<file path="src/rtl/idex_pkg.sv">
// ============================================================================
//  Module   : idex_pkg
//  Purpose  : Shared operand-select codes and default widths for the ID/EX
//             pipeline register. Honours macro IDEX_FWD_EN.
//  Revision : 1.0 - initial release
// ============================================================================
`default_nettype none

package idex_pkg;

   localparam int DATA_W_DEF = 32;
   localparam int CTRL_W_DEF = 27;
   localparam int INSTR_W    = 32;
   localparam int ALUOP_W    = 5;
   localparam int REGDST_W   = 2;
   localparam int SEL_W      = 2;
   localparam int STALL_W    = 16;

   typedef enum logic [SEL_W-1:0] {
      SEL_RD        = 2'b00,
      SEL_EXT       = 2'b01,
      SEL_FWD_EXMEM = 2'b10,
      SEL_FWD_MEMWB = 2'b11
   } operand_sel_e;

   // Without forwarding hardware the forward codes collapse onto the
   // register-file read so every code still yields a defined operand.
   function automatic operand_sel_e eff_sel(input logic [SEL_W-1:0] raw);
`ifdef IDEX_FWD_EN
      return operand_sel_e'(raw);
`else
      return raw[1] ? SEL_RD : operand_sel_e'(raw);
`endif
   endfunction

endpackage

`default_nettype wire

</file>
<file path="src/rtl/idex_operand_mux.sv">
// ============================================================================
//  Module   : idex_operand_mux
//  Purpose  : 4:1 ALU operand selector (register read, immediate, forwards).
//  Revision : 1.0 - initial release
// ============================================================================
`default_nettype none

module idex_operand_mux
   import idex_pkg::*;
#(
   parameter int DATA_W = DATA_W_DEF
) (
   input  logic [SEL_W-1:0]  sel,
   input  logic [DATA_W-1:0] rd_in,
   input  logic [DATA_W-1:0] ext_in,
   input  logic [DATA_W-1:0] fwd_exmem,
   input  logic [DATA_W-1:0] fwd_memwb,
   output logic [DATA_W-1:0] y
);

   always_comb begin
      y = rd_in;
      case (sel)
         SEL_RD:        y = rd_in;
         SEL_EXT:       y = ext_in;
         SEL_FWD_EXMEM: y = fwd_exmem;
         SEL_FWD_MEMWB: y = fwd_memwb;
         default:       y = rd_in;
      endcase
   end

endmodule

`default_nettype wire

</file>
<file path="src/rtl/idex_pipe_reg.sv">
// ============================================================================
//  Module   : idex_pipe_reg
//  Purpose  : ID/EX valid/ready pipeline register with operand muxing, flush,
//             and a saturating stall counter. Macro IDEX_FWD_EN enables
//             forwarded operands on select codes 10/11.
//  Revision : 1.0 - initial release
// ============================================================================
`default_nettype none

module idex_pipe_reg
   import idex_pkg::*;
#(
   parameter int DATA_W     = DATA_W_DEF,
   parameter int CTRL_W     = CTRL_W_DEF,
   parameter int ASEL_LSB   = 3,
   parameter int BSEL_LSB   = 1,
   parameter int ALUOP_LSB  = 14,
   parameter int REGDST_LSB = 5
) (
   input  logic                 clk,
   input  logic                 rst,
   input  logic [CTRL_W-1:0]    ctrl_in,
   input  logic [DATA_W-1:0]    rd1_in,
   input  logic [DATA_W-1:0]    rd2_in,
   input  logic [DATA_W-1:0]    ext_in,
   input  logic [INSTR_W-1:0]   instr_in,
   input  logic [DATA_W-1:0]    fwd_exmem,
   input  logic [DATA_W-1:0]    fwd_memwb,
   input  logic                 in_valid,
   output logic                 in_ready,
   input  logic                 flush,
   input  logic                 out_ready,
   output logic [DATA_W-1:0]    alu_a,
   output logic [DATA_W-1:0]    alu_b,
   output logic [DATA_W-1:0]    sw_rt,
   output logic [INSTR_W-1:0]   instr_out,
   output logic [CTRL_W-1:0]    ctrl_out,
   output logic                 out_valid,
   output logic [ALUOP_W-1:0]   alu_op,
   output logic [REGDST_W-1:0]  reg_dst,
   output logic [STALL_W-1:0]   stall_cnt
);

   logic                out_valid_q, out_valid_d;
   logic [CTRL_W-1:0]   ctrl_q,      ctrl_d;
   logic [INSTR_W-1:0]  instr_q,     instr_d;
   logic [DATA_W-1:0]   alu_a_q,     alu_a_d;
   logic [DATA_W-1:0]   alu_b_q,     alu_b_d;
   logic [DATA_W-1:0]   sw_rt_q,     sw_rt_d;
   logic [STALL_W-1:0]  stall_cnt_q, stall_cnt_d;

   logic [DATA_W-1:0]   mux_a, mux_b;
   logic                load, stalled;

   idex_operand_mux #(.DATA_W(DATA_W)) u_mux_a (
      .sel       (eff_sel(ctrl_in[ASEL_LSB +: SEL_W])),
      .rd_in     (rd1_in),
      .ext_in    (ext_in),
      .fwd_exmem (fwd_exmem),
      .fwd_memwb (fwd_memwb),
      .y         (mux_a)
   );

   idex_operand_mux #(.DATA_W(DATA_W)) u_mux_b (
      .sel       (eff_sel(ctrl_in[BSEL_LSB +: SEL_W])),
      .rd_in     (rd2_in),
      .ext_in    (ext_in),
      .fwd_exmem (fwd_exmem),
      .fwd_memwb (fwd_memwb),
      .y         (mux_b)
   );

   assign in_ready = !out_valid_q || out_ready;
   assign load     = in_valid && in_ready && !flush;
   assign stalled  = out_valid_q && !out_ready;

   always_comb begin
      out_valid_d = out_valid_q;
      ctrl_d      = ctrl_q;
      instr_d     = instr_q;
      alu_a_d     = alu_a_q;
      alu_b_d     = alu_b_q;
      sw_rt_d     = sw_rt_q;
      stall_cnt_d = stall_cnt_q;

      // Flush beats both load and stall; only valid and control are killed.
      if (flush) begin
         out_valid_d = 1'b0;
         ctrl_d      = '0;
      end else if (load) begin
         out_valid_d = 1'b1;
         ctrl_d      = ctrl_in;
         instr_d     = instr_in;
         alu_a_d     = mux_a;
         alu_b_d     = mux_b;
         sw_rt_d     = rd2_in;
      end else if (!stalled) begin
         out_valid_d = 1'b0;
      end

      if (stalled && (stall_cnt_q != {STALL_W{1'b1}})) begin
         stall_cnt_d = stall_cnt_q + {{(STALL_W-1){1'b0}}, 1'b1};
      end
   end

   always_ff @(posedge clk or posedge rst) begin
      if (rst) begin
         out_valid_q <= 1'b0;
         ctrl_q      <= '0;
         instr_q     <= '0;
         alu_a_q     <= '0;
         alu_b_q     <= '0;
         sw_rt_q     <= '0;
         stall_cnt_q <= '0;
      end else begin
         out_valid_q <= out_valid_d;
         ctrl_q      <= ctrl_d;
         instr_q     <= instr_d;
         alu_a_q     <= alu_a_d;
         alu_b_q     <= alu_b_d;
         sw_rt_q     <= sw_rt_d;
         stall_cnt_q <= stall_cnt_d;
      end
   end

   assign out_valid = out_valid_q;
   assign ctrl_out  = ctrl_q;
   assign instr_out = instr_q;
   assign alu_a     = alu_a_q;
   assign alu_b     = alu_b_q;
   assign sw_rt     = sw_rt_q;
   assign stall_cnt = stall_cnt_q;
   assign alu_op    = ctrl_q[ALUOP_LSB +: ALUOP_W];
   assign reg_dst   = ctrl_q[REGDST_LSB +: REGDST_W];

endmodule

`default_nettype wire

</file>
<file path="config.mk">
export PLATFORM = sky130hd
export DESIGN_NAME = idex_pipe_reg
export DESIGN_NICKNAME = d
export VERILOG_FILES = /design/src/rtl/idex_pkg.sv /design/src/rtl/idex_operand_mux.sv /design/src/rtl/idex_pipe_reg.sv
export SDC_FILE = /design/constraint.sdc
export NUM_CORES = 1
export LEC_CHECK = 0
export CAP_MARGIN = 40
export CORE_AREA = 2 2 155 157
export CTS_BUF_LIST = sky130_fd_sc_hd__clkbuf_16
export DETAILED_ROUTE_END_ITERATION = 8
export DIE_AREA = 0 0 157 159
export PLACE_DENSITY = 0.67
export SKIP_CTS_REPAIR_TIMING = 1
export SLEW_MARGIN = 20
export SYNTH_ARGS = -nofsm -noshare
export SYNTH_HDL_FRONTEND = slang
export SYNTH_SLANG_ARGS = --single-unit
export TNS_END_PERCENT = 1
</file>
<file path="constraint.sdc">
create_clock -name clk -period 13.8 [get_ports clk]
set_input_delay 1.38 -clock clk [delete_from_list [all_inputs] [get_ports clk]]
set_output_delay 1.38 -clock clk [all_outputs]
set_load 0.005 [all_outputs]
</file>
**Word level (Yosys, flattened, before mapping)**

Index checks and enable logic that the tools add are counted.

- Bits in writable memories: 0
- Flip-flop bits (word level): 172
- Input port bits: 224
- Memory bits (read-only): 0
- Output and inout port bits: 180
- Memories: 0
- Bits in latches: 0

- Shift operators: 0
- Mux-type cells: 9
- $add $sub $neg: 1
- Multiply operators: 0
- Div/mod/pow operators: 0
- Bitwise operators: 1
- Magnitude comparators: 0
- Reduce and logical (&&, ||, !) cells: 12
- Equal/unequal tests: 8

Operators by type and width:

| cell | number |
|---|---|
| 32-bit one-hot mux with 4 select lines | 2 |
| 27-bit 2-to-1 mux | 2 |
| 16-bit by 1-bit adder with 16-bit output, second input constant | 1 |
| 16-bit inequality test, second input constant | 1 |
| 1-bit by 2-bit == test with 1-bit output, second input constant | 4 |
| 1-bit 2-to-1 mux | 5 |
| 1-bit logical AND | 4 |
| 2-bit logical NOT | 2 |
| 1-bit logical NOT | 3 |
| 3-bit inequality test, second input constant | 1 |
| 1-bit == test, second input constant | 2 |
| 2-bit AND reduction | 1 |
| 2-bit nonzero test | 1 |
| 1-bit logical OR | 1 |
| 1-bit NOT | 1 |

**Logic depth before layout (Yosys ltp)**

- Word-level depth: 6
- Mapped depth: 9
- Mapped depth without buffers: 5

**Hierarchy**

A second synthesis with hierarchy kept.

- Cell total of the unflattened synthesis: 501
- Area total of the unflattened synthesis: 8247.9 µm²

By module, submodules not included:

| module | cells each | instances | area each (µm²) |
|---|---|---|---|
| idex_pipe_reg | 423 | 1 | 6618.8 |
| idex_operand_mux | 39 | 2 | 814.5 |

**Worst setup path before layout**

Ideal clock, no wire load.

- Kind: input to output
- From: input out_ready
- To: output in_ready
- Cell stages on the path: 3
- Arrival time: 1.704 ns
- Required time: 12.420 ns
- Setup slack: 10.716 ns
- Cell sequence: nor2b_1 buf_6 clkinv_4

- Word-level cells in the longest chain between the ends: 1

RTL lines:

| what | line | source |
|---|---|---|
| start, declared | idex_pipe_reg.sv:32 | `input logic out_ready,` |
| 1-bit logical OR | idex_pipe_reg.sv:73 | `assign in_ready = !out_valid_q \|\| out_ready;` |
| end, declared | idex_pipe_reg.sv:30 | `output logic in_ready,` |

No other way between the ends.

**Final worst setup path**

Same ends and word-level chain as after synthesis.

==> run_results.csv <==
group,metric,value,unit
detailed_routing,vias,5489,
setup_path,cp-end-kind,"output pin",
setup_path,crit_type,"in -> out",
floorplanning,dieArea,0.0250,mm²
place,gp_congestion,0.758,
floorplanning,core,0.0232,mm²
run_status,status,"complete, no violations",
timing,final-hold-violation-count,0,
timing,slew_violations,0,
timing,finalCriticalPeriod,4.50,ns
global_routing,grt_use_met2,27.8,%
synth,syn-cell-area,0.00717,mm²
finish,nets,1114,
synth,ys_types,33,
global_routing,use_met1,21.0,%
timing,max_freq,222,MHz
floorplanning,io-pin-count,404,
setup_path,start_kind,"input port",
setup_path,cp_max_fo,9,
place,portBuffers,339,
clock_network,insertion_delay,0.42,ns
power,clkPwrFrac,33.2,%
timing,fin_skew,0.00701,ns
detailed_routing,detail-route-antenna-nets,0,
detailed_routing,remaining_drc_errors,0,
finish,area_growth,59.1,%
finish,diodes,0,
floorplanning,die_y,159,µm
synth,synth_fp_nets,789,
synth,synth_area_leaders,"dfrtp_1, mux2_2, mux2i_1",
synth,ys_seq_area_share,60.0,%
min_path,hold_path.startpoint,"alu_b[8]",
synth,synth_edf_count,0,
global_routing,grt_start_max_net_pins,79,
synth,yosysMostFrequentCell,"dfrtp_1",
global_routing,grt_usage,16.7,%
setup_path,arrival,3.12,ns
clock_network,cts_tree,"done",
synth,synth_seq_cells,172,
synth,yosys.area.top_type,"dfrtp_1",
synth,yosysWarnings,0,
timing,whs,0.477,ns
clock_network,cts_sinks,172,
timing,slew_headroom,46.7,%
setup_path,r2r_slack,11.03,ns
setup_path,timing.rr.end,"instr_out[13]",
setup_path,cp_data_required_time,12.42,ns
global_routing,grt_overflow,0,
timing,rsz0062_at_grt,"false",
finish,layout-drive-gt1-share,12.2,%
timing,setup_slack,9.30,ns
detailed_routing,avgRoutedWirePerCell,17.1,µm
floorplanning,num_rows,56,
setup_path,rr_startpoint,"out_valid",
run,cap_violations,0,
setup_path,rr_worst_depth,5,
global_routing,antenna_found_initial,0,
clock_network,cts-root-buf,"clkbuf_16",
power,switchingPower,0.369,mW
clock_network,clock_path_buffers,2,
finish,stdcell_count,1218,
min_path,hold_depth,2,
setup_path,critPathBufInv,3,
setup_path,worstPathCellList,"clkdlybuf4s50_1 -> nor2b_1 -> clkinv_4 -> clkdlybuf4s50_1",
floorplanning,die_x,157,µm
power,leakagePower,5.04,nW
detailed_routing,vias_per_cell,4.51,
power,seqPwrFrac,43.3,%
power,total_power,1.44,mW
power,irDropWorstVdd,0.0660,mV
detailed_routing,dr.pass1.iters,4,
setup_path,slowest_delay,0.63,ns
global_routing,grt_use_met3,5.25,%
synth,netlist_instances,564,
setup_path,crit_family,"buffers and inverters",
power,power_frac_comb,23.5,%
min_path,hold_path.class,"reg -> reg",
floorplanning,start_util,30.9,%
power,p_per_area,126,mW/mm²
place,place_hpwl,14900,µm
setup_path,crit_slowest_cell,"nor2b_1",
clock_network,htreeDepth,4,
timing,post-route-period-util,32.6,%
detailed_routing,drt_wl_total,20800,µm
power,intPower,1.07,mW
power,swShare,25.7,%
timing,setup_violations,0,
detailed_routing,drt-initial-drc-count,247,
timing,finalSetupTns,0,ns
synth,synth_common_cells,"dfrtp_1, nand2_1, mux2i_1, o21ai_0, mux2_2",
synth,dominantRegCellSynth,"dfrtp_1",
synth,yosys.area.top_type_share,60.0,%
setup_path,cpMostUsedCell,"clkdlybuf4s50_1",
global_routing,grt_pass1_wl,32400,µm
clock_network,clk_pin_slew_worst_paths,0.07,ns
global_routing,grt_pass1_vias,5689,
synth,syn_avg_cell_area,12.7,µm²
timing,worst_slew_pin_slew,0.797,ns
place,dpl_worst_slack,9.31,ns
synth,async_reset_ff_share,100,%
min_path,min_to,"alu_b[8]",
place,post-place-cells,1189,
global_routing,grt-busiest-layer,"met2",
clock_network,cts_made_buffers,17,
-- power by group through the flow --
stage	registers (mW)	clock network, mW	logic (mW)
floorplan	0.633	0	0.104
global placement	0.627	0	0.338
detailed placement	0.630	0	0.343
CTS	0.621	0.494	0.344
global route	0.631	0.516	0.368
finish	0.621	0.476	0.338
-- layout make-up --
class | instances | area, µm²
clock buffers | 17 | 425
clock inverters | 12 | 140
fillers | 2094 | 11800
inverters | 4 | 25.0
multi-input cells | 346 | 2600
flip-flops and latches | 172 | 4300
well taps | 319 | 399
repair buffers | 348 | 3520
-- worst max path at each step --
| stage | startpoint | to | slack (ns) | depth (start not counted) |
|---|---|---|---|---|
| 6_report | out_ready | in_ready | 9.30 | 4 |
| 5_1_grt | out_ready | in_ready | 9.20 | 4 |
| 4_1_cts | out_ready | in_ready | 9.30 | 4 |
| 3_5_place_dp | out_ready | in_ready | 9.31 | 4 |
| 3_3_place_gp | out_ready | in_ready | 9.31 | 4 |
| 2_1_floorplan | rst | alu_a[0] | 7.76 | 1 |
-- cells in the final DEF (no fill, tap or decap), types with 4 or more instances in the layout --
master / synthesis / final
inv_6: 0 / 5
dfrtp_1: 172 / 172
clkinvlp_4: 0 / 6
a21oi_1: 6 / 6
clkdlybuf4s50_1: 0 / 339
buf_4: 14 / 6
a22o_1: 27 / 27
mux2i_1: 65 / 65
and3_1: 4 / 4
nor2_1: 5 / 5
nand4_1: 8 / 8
nand2_1: 70 / 70
mux2_2: 63 / 63
nand3_1: 6 / 6
o21ai_0: 64 / 64
xnor2_1: 9 / 9
clkbuf_16: 0 / 17
-- worst reg2reg max path: stages (launching register included) --
cell and delay [ns]:
dfrtp_1 0.38, nor2b_1 0.66, clkinv_4 0.17, nand3b_4 0.29, buf_4 0.69, mux2_2 0.47
-- per-stage QoR --
stage,cell area (µm²),util (%)
finish,11400,49.2
global route,11400,49.2
CTS,11400,49.2
detailed placement,10800,46.8
global placement,10800,46.4
floorplan,7170,-
-- flip-flops by register name (all words and copies together) (netlist names) --
| signal | count |
|---|---|
| out_valid | 1 |
| instr_out | 32 |
| alu_b | 32 |
| ctrl_out | 27 |
| alu_a | 32 |
| sw_rt | 32 |
| stall_cnt | 16 |
-- per-layer routing --
metal  wire, µm  vias up
li1           -     2636
met1       8800     2657
met2      10200      182
met3       1560       14
met4        255        0
met5          0        -
-- cell families after synthesis --
logic type	Yosys count	synth area share (%)
adder cells (fa/ha/maj)	1	0.174
buffers and inverters	46	3.93
multiplexers	130	19.4
AND/OR/NAND/NOR	105	6.75
flip-flops	172	60.0
AO/OA/AOI/OAI	100	8.53
XOR/XNOR	10	1.22
Power figures use the tool's default switching activity.
